## config.mk

```make
export PLATFORM = sky130hd
export DESIGN_NAME = mem_latency_initiator
export DESIGN_NICKNAME = d
export VERILOG_FILES = /design/src/rtl/mem_latency_initiator.sv
export SDC_FILE = /design/constraint.sdc
export NUM_CORES = 1
export LEC_CHECK = 0
export ABC_AREA = 0
export BUFFER_PORTS_ARGS = -buffer_cell sky130_fd_sc_hd__buf_2
export CAP_MARGIN = 20
export CORE_MARGIN = 3
export CORE_UTILIZATION = 30
export DETAILED_ROUTE_END_ITERATION = 16
export PLACE_DENSITY = 0.49
export SETUP_SLACK_MARGIN = 0.5
export SLEW_MARGIN = 40
export SYNTH_ARGS = -nofsm -noshare
export SYNTH_HDL_FRONTEND = slang
export SYNTH_SLANG_ARGS = --single-unit
```

## constraint.sdc

```tcl
create_clock -name i_clk -period 2.95 [get_ports i_clk]
set_clock_uncertainty 0.1 [all_clocks]
set_input_delay 0.295 -clock i_clk [delete_from_list [all_inputs] [get_ports i_clk]]
set_output_delay 0.295 -clock i_clk [all_outputs]
set_load 0.02 [all_outputs]
```

## src/rtl/mem_latency_initiator.sv

```systemverilog
// Request initiator for one port of the latency-configurable dual-port memory.
// Optional read-after-write address interlock: define MEMLAT_RAW_INTERLOCK_EN.
module mem_latency_initiator #(
    parameter int DATA_WIDTH = 8,
    parameter int ADDR_WIDTH = 3,
    parameter int RD_RETURN  = 6,
    parameter int WR_COMMIT  = 7,
    parameter int RSP_DEPTH  = 8
) (
    input  logic                  i_clk,
    input  logic                  i_rst_n,
    input  logic                  i_req_valid,
    output logic                  o_req_ready,
    input  logic                  i_req_we,
    input  logic [ADDR_WIDTH-1:0] i_req_addr,
    input  logic [DATA_WIDTH-1:0] i_req_wdata,
    output logic                  o_rsp_valid,
    input  logic                  i_rsp_ready,
    output logic [DATA_WIDTH-1:0] o_rsp_rdata,
    output logic                  o_mem_en,
    output logic                  o_mem_we,
    output logic [ADDR_WIDTH-1:0] o_mem_addr,
    output logic [DATA_WIDTH-1:0] o_mem_din,
    input  logic [DATA_WIDTH-1:0] i_mem_dout,
    output logic                  o_busy
);

    localparam int PTR_W = (RSP_DEPTH > 1) ? $clog2(RSP_DEPTH) : 1;
    localparam int CNT_W = $clog2(RSP_DEPTH + 1);

    logic [RD_RETURN-1:0]  rd_pipe;
    logic [WR_COMMIT-1:0]  wr_vld;
    logic [CNT_W-1:0]      outstanding;
    logic [CNT_W-1:0]      fifo_count;
    logic [PTR_W-1:0]      wr_ptr;
    logic [PTR_W-1:0]      rd_ptr;
    logic [DATA_WIDTH-1:0] fifo_mem [RSP_DEPTH];

    logic accept;
    logic rd_accept;
    logic wr_accept;
    logic push;
    logic pop;
    logic credit_ok;
    logic raw_hit;

`ifdef MEMLAT_RAW_INTERLOCK_EN
    // Only writes issued fewer than WR_COMMIT edges ago can still hide a read.
    logic [ADDR_WIDTH-1:0] wr_addr [WR_COMMIT-1];

    always_comb begin
        raw_hit = 1'b0;
        for (int k = 0; k < WR_COMMIT - 1; k++) begin
            if (wr_vld[k] && (wr_addr[k] == i_req_addr)) begin
                raw_hit = 1'b1;
            end
        end
    end

    always_ff @(posedge i_clk) begin
        wr_addr[0] <= i_req_addr;
        for (int k = 1; k < WR_COMMIT - 1; k++) begin
            wr_addr[k] <= wr_addr[k-1];
        end
    end
`else
    assign raw_hit = 1'b0;
`endif

    always_comb begin
        pop         = (fifo_count != '0) && i_rsp_ready;
        push        = rd_pipe[RD_RETURN-1];
        credit_ok   = (outstanding < CNT_W'(RSP_DEPTH)) || pop;
        o_req_ready = i_rst_n && (i_req_we || (credit_ok && !raw_hit));
        accept      = i_req_valid && o_req_ready;
        rd_accept   = accept && !i_req_we;
        wr_accept   = accept && i_req_we;
        o_rsp_valid = (fifo_count != '0);
        o_rsp_rdata = o_rsp_valid ? fifo_mem[rd_ptr] : '0;
        o_busy      = (outstanding != '0) || (|wr_vld);
    end

    always_ff @(posedge i_clk) begin
        if (!i_rst_n) begin
            o_mem_en   <= 1'b0;
            o_mem_we   <= 1'b0;
            o_mem_addr <= '0;
            o_mem_din  <= '0;
        end else begin
            o_mem_en <= accept;
            o_mem_we <= wr_accept;
            if (accept) begin
                o_mem_addr <= i_req_addr;
                o_mem_din  <= i_req_wdata;
            end
        end
    end

    // Tracker starts on the edge the memory samples the read enable.
    always_ff @(posedge i_clk) begin
        if (!i_rst_n) begin
            rd_pipe <= '0;
            wr_vld  <= '0;
        end else begin
            rd_pipe <= {rd_pipe[RD_RETURN-2:0], o_mem_en && !o_mem_we};
            wr_vld  <= {wr_vld[WR_COMMIT-2:0], wr_accept};
        end
    end

    // Credit covers both in-flight reads and FIFO entries, so a push always has room.
    always_ff @(posedge i_clk) begin
        if (!i_rst_n) begin
            outstanding <= '0;
            fifo_count  <= '0;
            wr_ptr      <= '0;
            rd_ptr      <= '0;
        end else begin
            case ({rd_accept, pop})
                2'b10:   outstanding <= outstanding + CNT_W'(1);
                2'b01:   outstanding <= outstanding - CNT_W'(1);
                default: outstanding <= outstanding;
            endcase
            case ({push, pop})
                2'b10:   fifo_count <= fifo_count + CNT_W'(1);
                2'b01:   fifo_count <= fifo_count - CNT_W'(1);
                default: fifo_count <= fifo_count;
            endcase
            if (push) begin
                wr_ptr <= (wr_ptr == PTR_W'(RSP_DEPTH - 1)) ? '0 : wr_ptr + PTR_W'(1);
            end
            if (pop) begin
                rd_ptr <= (rd_ptr == PTR_W'(RSP_DEPTH - 1)) ? '0 : rd_ptr + PTR_W'(1);
            end
        end
    end

    always_ff @(posedge i_clk) begin
        if (push) begin
            fifo_mem[wr_ptr] <= i_mem_dout;
        end
    end

endmodule
```

Word level (Yosys, flattened, before mapping)
Memories as Yosys holds them, arrays and structs flattened. A register that Yosys moved wholly into a read port is not among the register bits.
Index checks and enable logic that the tools add are counted.
{ "word_totals": {"reg_bits": 40, "latchBits": 0, "ramBits": 64, "mem_bits_ro": 0, "inputBits": 24, "output_inout_bits": 24, "elab_cells": 49, "mem_count": 1} }
{ "classes": {"addsub": 6, "multipliers": 0, "div": 0, "order_cmp": 1, "eq_ne": 6, "shifts": 0, "n_mux": 9, "n_bitwise": 0, "reduce_logical": 16} }
{ "memory_table": {"columns": ["memory", "depth", "width", "rd", "rd_clocked_by_memory_dff", "write_ports", "line_no", "rtl"], "rows": [
  ["fifo_mem", 8, 8, 1, 1, 1, "37", "logic [DATA_WIDTH-1:0] fifo_mem [RSP_DEPTH];"]
]} }
{ "ops": {"columns": ["operator", "count"], "rows": [
  ["4-bit case mux with 2 select lines", 2],
  ["3-bit two-way mux", 4],
  ["4-bit by 1-bit adder with 4-bit output (second input constant)", 2],
  ["8-bit two-way mux", 1],
  ["4-bit nonzero test", 2],
  ["4-bit by 1-bit subtractor with 4-bit output (second input constant)", 2],
  ["7-bit OR reduction", 1],
  ["3-bit by 1-bit adder with 3-bit output (second input constant)", 2],
  ["3-bit equality test (second input constant)", 2],
  ["1-bit logical AND", 6],
  ["2-bit by 1-bit equality test with 1-bit output (second input constant)", 2],
  ["2-bit equality test (second input constant)", 2],
  ["4-bit < comparator (second input constant)", 1],
  ["2-bit nonzero test", 2],
  ["1-bit logical OR", 3],
  ["1-bit zero test", 2],
  ["1-bit two-way mux", 2]
]} }

Logic depth before layout (Yosys ltp)
{ "logic_depth": {"depth_word": 9, "depth_mapped": 9, "ltp_nobuf": 8} }

Worst setup path after synthesis
No wires, ideal clock.
{ "synth_path": {"path_type": "flip-flop to flip-flop", "startpoint": "register fifo_count[0]", "endpoint": "register outstanding[3]", "arrival_time_ps": 2198, "slack_ps": 581, "path_stages_with_launch": 9, "path_buffers": 0, "path_cell_list": "dfxtp_1 > o41ai_4 > inv_2 > ha_1 > ha_1 > a21o_1 > a21oi_1 > mux2i_1 > mux2i_1"} }
{ "synth_between": {"elab_chain_len": 9, "word_cells_on_any_way": 11, "cone_classes": "eq/ne (2); mux (1); reduce/logical (8)"} }
{ "synth_lines": {"columns": ["item", "line_no", "rtl"], "rows": [
  ["from (decl)", "34", "logic [CNT_W-1:0] fifo_count;"],
  ["from (signal assigned)", "124", "2'b10: fifo_count <= fifo_count + CNT_W'(1);"],
  ["from (signal assigned)", "125", "2'b01: fifo_count <= fifo_count - CNT_W'(1);"],
  ["from (signal assigned)", "126", "default: fifo_count <= fifo_count;"],
  ["4-bit nonzero test (*)", "71", "pop = (fifo_count != '0) && i_rsp_ready;"],
  ["1-bit logical AND (*)", "71", null],
  ["named net pop", "43", "logic pop;"],
  ["1-bit logical OR", "73", "credit_ok = (outstanding < CNT_W'(RSP_DEPTH)) || pop;"],
  ["1-bit logical OR", "74", "o_req_ready = i_rst_n && (i_req_we || (credit_ok && !raw_hit));"],
  ["1-bit logical AND", "74", null],
  ["1-bit logical AND", "75", "accept = i_req_valid && o_req_ready;"],
  ["1-bit logical AND", "76", "rd_accept = accept && !i_req_we;"],
  ["2-bit by 1-bit equality test with 1-bit output or 2-bit equality test (tied branches)", "118", "case ({rd_accept, pop})"],
  ["4-bit case mux with 2 select lines or 2-bit nonzero test (tied branches)", null, null],
  ["to (signal assigned)", "119", "2'b10: outstanding <= outstanding + CNT_W'(1);"],
  ["to (signal assigned)", "120", "2'b01: outstanding <= outstanding - CNT_W'(1);"],
  ["to (signal assigned)", "121", "default: outstanding <= outstanding;"],
  ["to (decl)", "33", "logic [CNT_W-1:0] outstanding;"]
]} }
Mark *: on every way through the listed nets, which the timed path passes. The rest lies on a longest branch.
A chain may end at the register's enable or synchronous reset.

Worst setup path after layout
{ "layout_path": {"startpoint": "register fifo_count[0]", "endpoint": "register outstanding[3]"} }
{ "layout_between": {"elab_chain_len": 9, "word_cells_on_any_way": 11, "cone_classes": "eq/ne (2); mux (1); reduce/logical (8)"} }
{ "layout_lines": {"columns": ["item", "line_no"], "rows": [
  ["4-bit nonzero test (*)", "71"],
  ["1-bit logical AND (*)", "71"],
  ["1-bit logical OR", "73"],
  ["1-bit logical OR", "74"],
  ["1-bit logical AND", "74"],
  ["1-bit logical AND", "75"],
  ["1-bit logical AND", "76"],
  ["2-bit by 1-bit equality test with 1-bit output or 2-bit equality test (tied branches)", "118"],
  ["4-bit case mux with 2 select lines or 2-bit nonzero test (tied branches)", null]
]} }
Every way passes the cells marked *; elsewhere a longest branch is shown, timed or not.

==> metrics.yaml <==
status: "finished, final reports clean"
clkPwrFrac_pct: 41.2
placedInstanceArea_um2: 4700
clk_latency_ps: 340
syn_area_um2: 4220
drv_slew: 0
hold_end: "o_mem_addr[2]"
grt.total_usage_pct: 11.0
combPwrFrac_pct: 3.9
end_kind: "flip-flop"
dr.pass1.iters: 4
synth_top_area_share_pct: 45.6
r2r_end: "outstanding[3]"
post-dp-hpwl_um: 5240
grt_overflow: 0
cts_num_sinks: 106
period_share_pct: 78.6
wl_per_cell_um: 15.4
worst_pin_slew_ps: 634
grt_pass1_vias: 2503
max_cap_violations: 0
swShare_pct: 20.7
critPathArrivalTime_ps: 2500
portBuffers: 47
ys_ff_latch: 106
maxSlewHeadroom_pct: 57.7
fin_nets: 381
rows: 42
area_growth_pct: 20.7
ir_worst_vdd_mv: 0.324
via_per_inst: 4.48
hp-class: "in2reg"
final_cell_mix: "64 x edfxtp_1, 47 x buf_2, 38 x dfxtp_1"
fp.dieH_um: 125
antenna_found_initial: 0
yosys_warnings: 0
min_period_ps: 2320
postRouteAntennaNets: 0
p_total_uw: 2890
fin_setup_tns_ps: 0
drc: 0
worstPathRequired_ps: 3130
crit_type: "reg2reg"
p_sw_uw: 599
power_density_nw_per_um2: 568
diodes: 0
postLayoutCoreUtil_pct: 37.7
regToRegSetupSlack_ps: 630
hold_depth: 3
grt_setup_unrepaired: "yes"
seq_area_frac_synth_pct: 65.5
dieWidth_um: 125
max_clock_freq_mhz: 431
dieArea_um2: 15500
grt_max_degree: 42
synth_cell_types: 31
vias: 2356
root_buffer: "clkbuf_16"
min_from: "i_req_addr[2]"
hold_slack_ps: 101
synth.net_count: 318
netlist_instances: 282
globalplace.congestion: 0.722
hold_viol_final: 0
coreArea_um2: 13500
setup_viol: 0
netlist_top_cells_area: "edfxtp_1 46%, dfxtp_1 20%, mux4_2 8.5%, mux2i_1 5.7%, ha_1 3.0%"
ios: 48
sequentialPowerShare_pct: 54.9
regToRegStartpoint: "fifo_count[0]"
cts_max_level: 3
cts_tree: "built"
wl_um: 8090
grt_pass1_wl_um: 13300
cts-buffers-inserted: 9
postCtsHoldBufs: 0
first_iter_violations: 129
cp-start-kind: "flip-flop"
design_area_um2: 5090
clk_path_buf_depth: 2
final_common_cell: "edfxtp_1"
leakagePower_uw: 0.00191
rr_worst_depth: 9
p_int_uw: 2290
synth_top_cell_by_area: "edfxtp_1"
syn_area_per_cell_um2: 14.9
fillers: 1273
worst-path-max-fanout: 6
start_util_pct: 31.2
clk_pin_slew_ps: 70
final_layout_size_suffix_gt1_share_pct: 30.3
multi_input_comb_area_um2: 1410
regArea_um2: 2770
## power groups by stage
| stage | clock, uW | sequential (uW) | combinational (uW) |
|---|---|---|---|
| 3_5_place_dp | 0 | 1620 | 112 |
| 3_3_place_gp | 0 | 1620 | 109 |
| 5_1_grt | 1300 | 1590 | 124 |
| 2_1_floorplan | 0 | 1630 | 49.3 |
| 4_1_cts | 1240 | 1590 | 112 |
| 6_report | 1190 | 1590 | 112 |
## worst max path at each step
stage                        startpoint              to  slack (ps)  cells after the start
after CTS                 fifo_count[2]  outstanding[3]         510                      9
after global placement    fifo_count[0]  outstanding[3]         420                      8
after global routing      fifo_count[0]  outstanding[3]         490                      9
final                     fifo_count[0]  outstanding[3]         630                      9
after floorplan           fifo_count[0]  outstanding[3]         580                      8
after detailed placement  fifo_count[0]  outstanding[3]         390                      8
## layer usage
| metal | GRT usage [%] | routed length, um |
|---|---|---|
| met1 | 13.3 | 3570 |
| met2 | 18.4 | 3960 |
| met3 | 3.39 | 383 |
| met4 | 4.45 | 178 |
| met5 | 0 | 0 |
## cell usage after synthesis (all sizes together)
library cell / count
edfxtp: 64
dfxtp: 42
mux2i: 24
nor2: 21
and2: 18
mux4: 16
nand2: 15
nor2b: 15
ha: 10
inv: 9
clkbuf: 6
nand2b: 6
o21ai: 6
a21oi: 4
buf: 4
nor3: 4
nor4: 3
a21boi: 2
a21o: 2
fa: 2
xnor2: 2
xor2: 2
a211o: 1
and3: 1
and3b: 1
nand3: 1
o41ai: 1
## cells by family (layout without fill, tap and decap cells)
family	after synthesis	in the layout	synth area share (%)
compound gates	16	16	3.03
xor+xnor	4	4	0.831
fa+ha+maj	12	12	3.92
buf+inv	19	87	2.05
flops	106	106	65.5
mux	40	40	14.2
simple gates	85	85	10.4
## critical path: stages (launching register included)
cell and delay [ps]:
dfxtp_4 360, o41ai_4 320, buf_4 200, a211o_1 180, ha_4 160, ha_1 230
a21o_1 170, a21oi_2 130, mux2i_1 230, mux2i_1 190
## repair_timing
item | in CTS | in global routing
gates resized for setup | 3 | 11
buffers inserted | 1 | 4
pin swaps | 1 | 5
setup endpoints to repair | 2 | 4
## state kept, by name (all words and copies together), names as in the netlist, 4 cells and up, named ones only
register / flops
outstanding: 4
fifo_count: 4
wr_vld: 7
fifo_mem: 64
rd_pipe: 6
o_mem_din: 8
## area by class of cell
type | instances | area share (%)
sequential | 106 | 54.5
multi-input combinational | 157 | 27.7
tap | 176 | 4.33
inverter | 9 | 0.713
clock buffer | 11 | 4.57
clock inverter | 5 | 1.25
timing repair buffer | 62 | 6.91
## per-stage QoR
stage               std cells  setup WS (ps)
floorplan                 282            581
global placement          505            421
detailed placement        505            393
CTS                       522            509
global route              526            490
finish                    526            631
No activity file was read; power rests on OpenSTA's default activity.
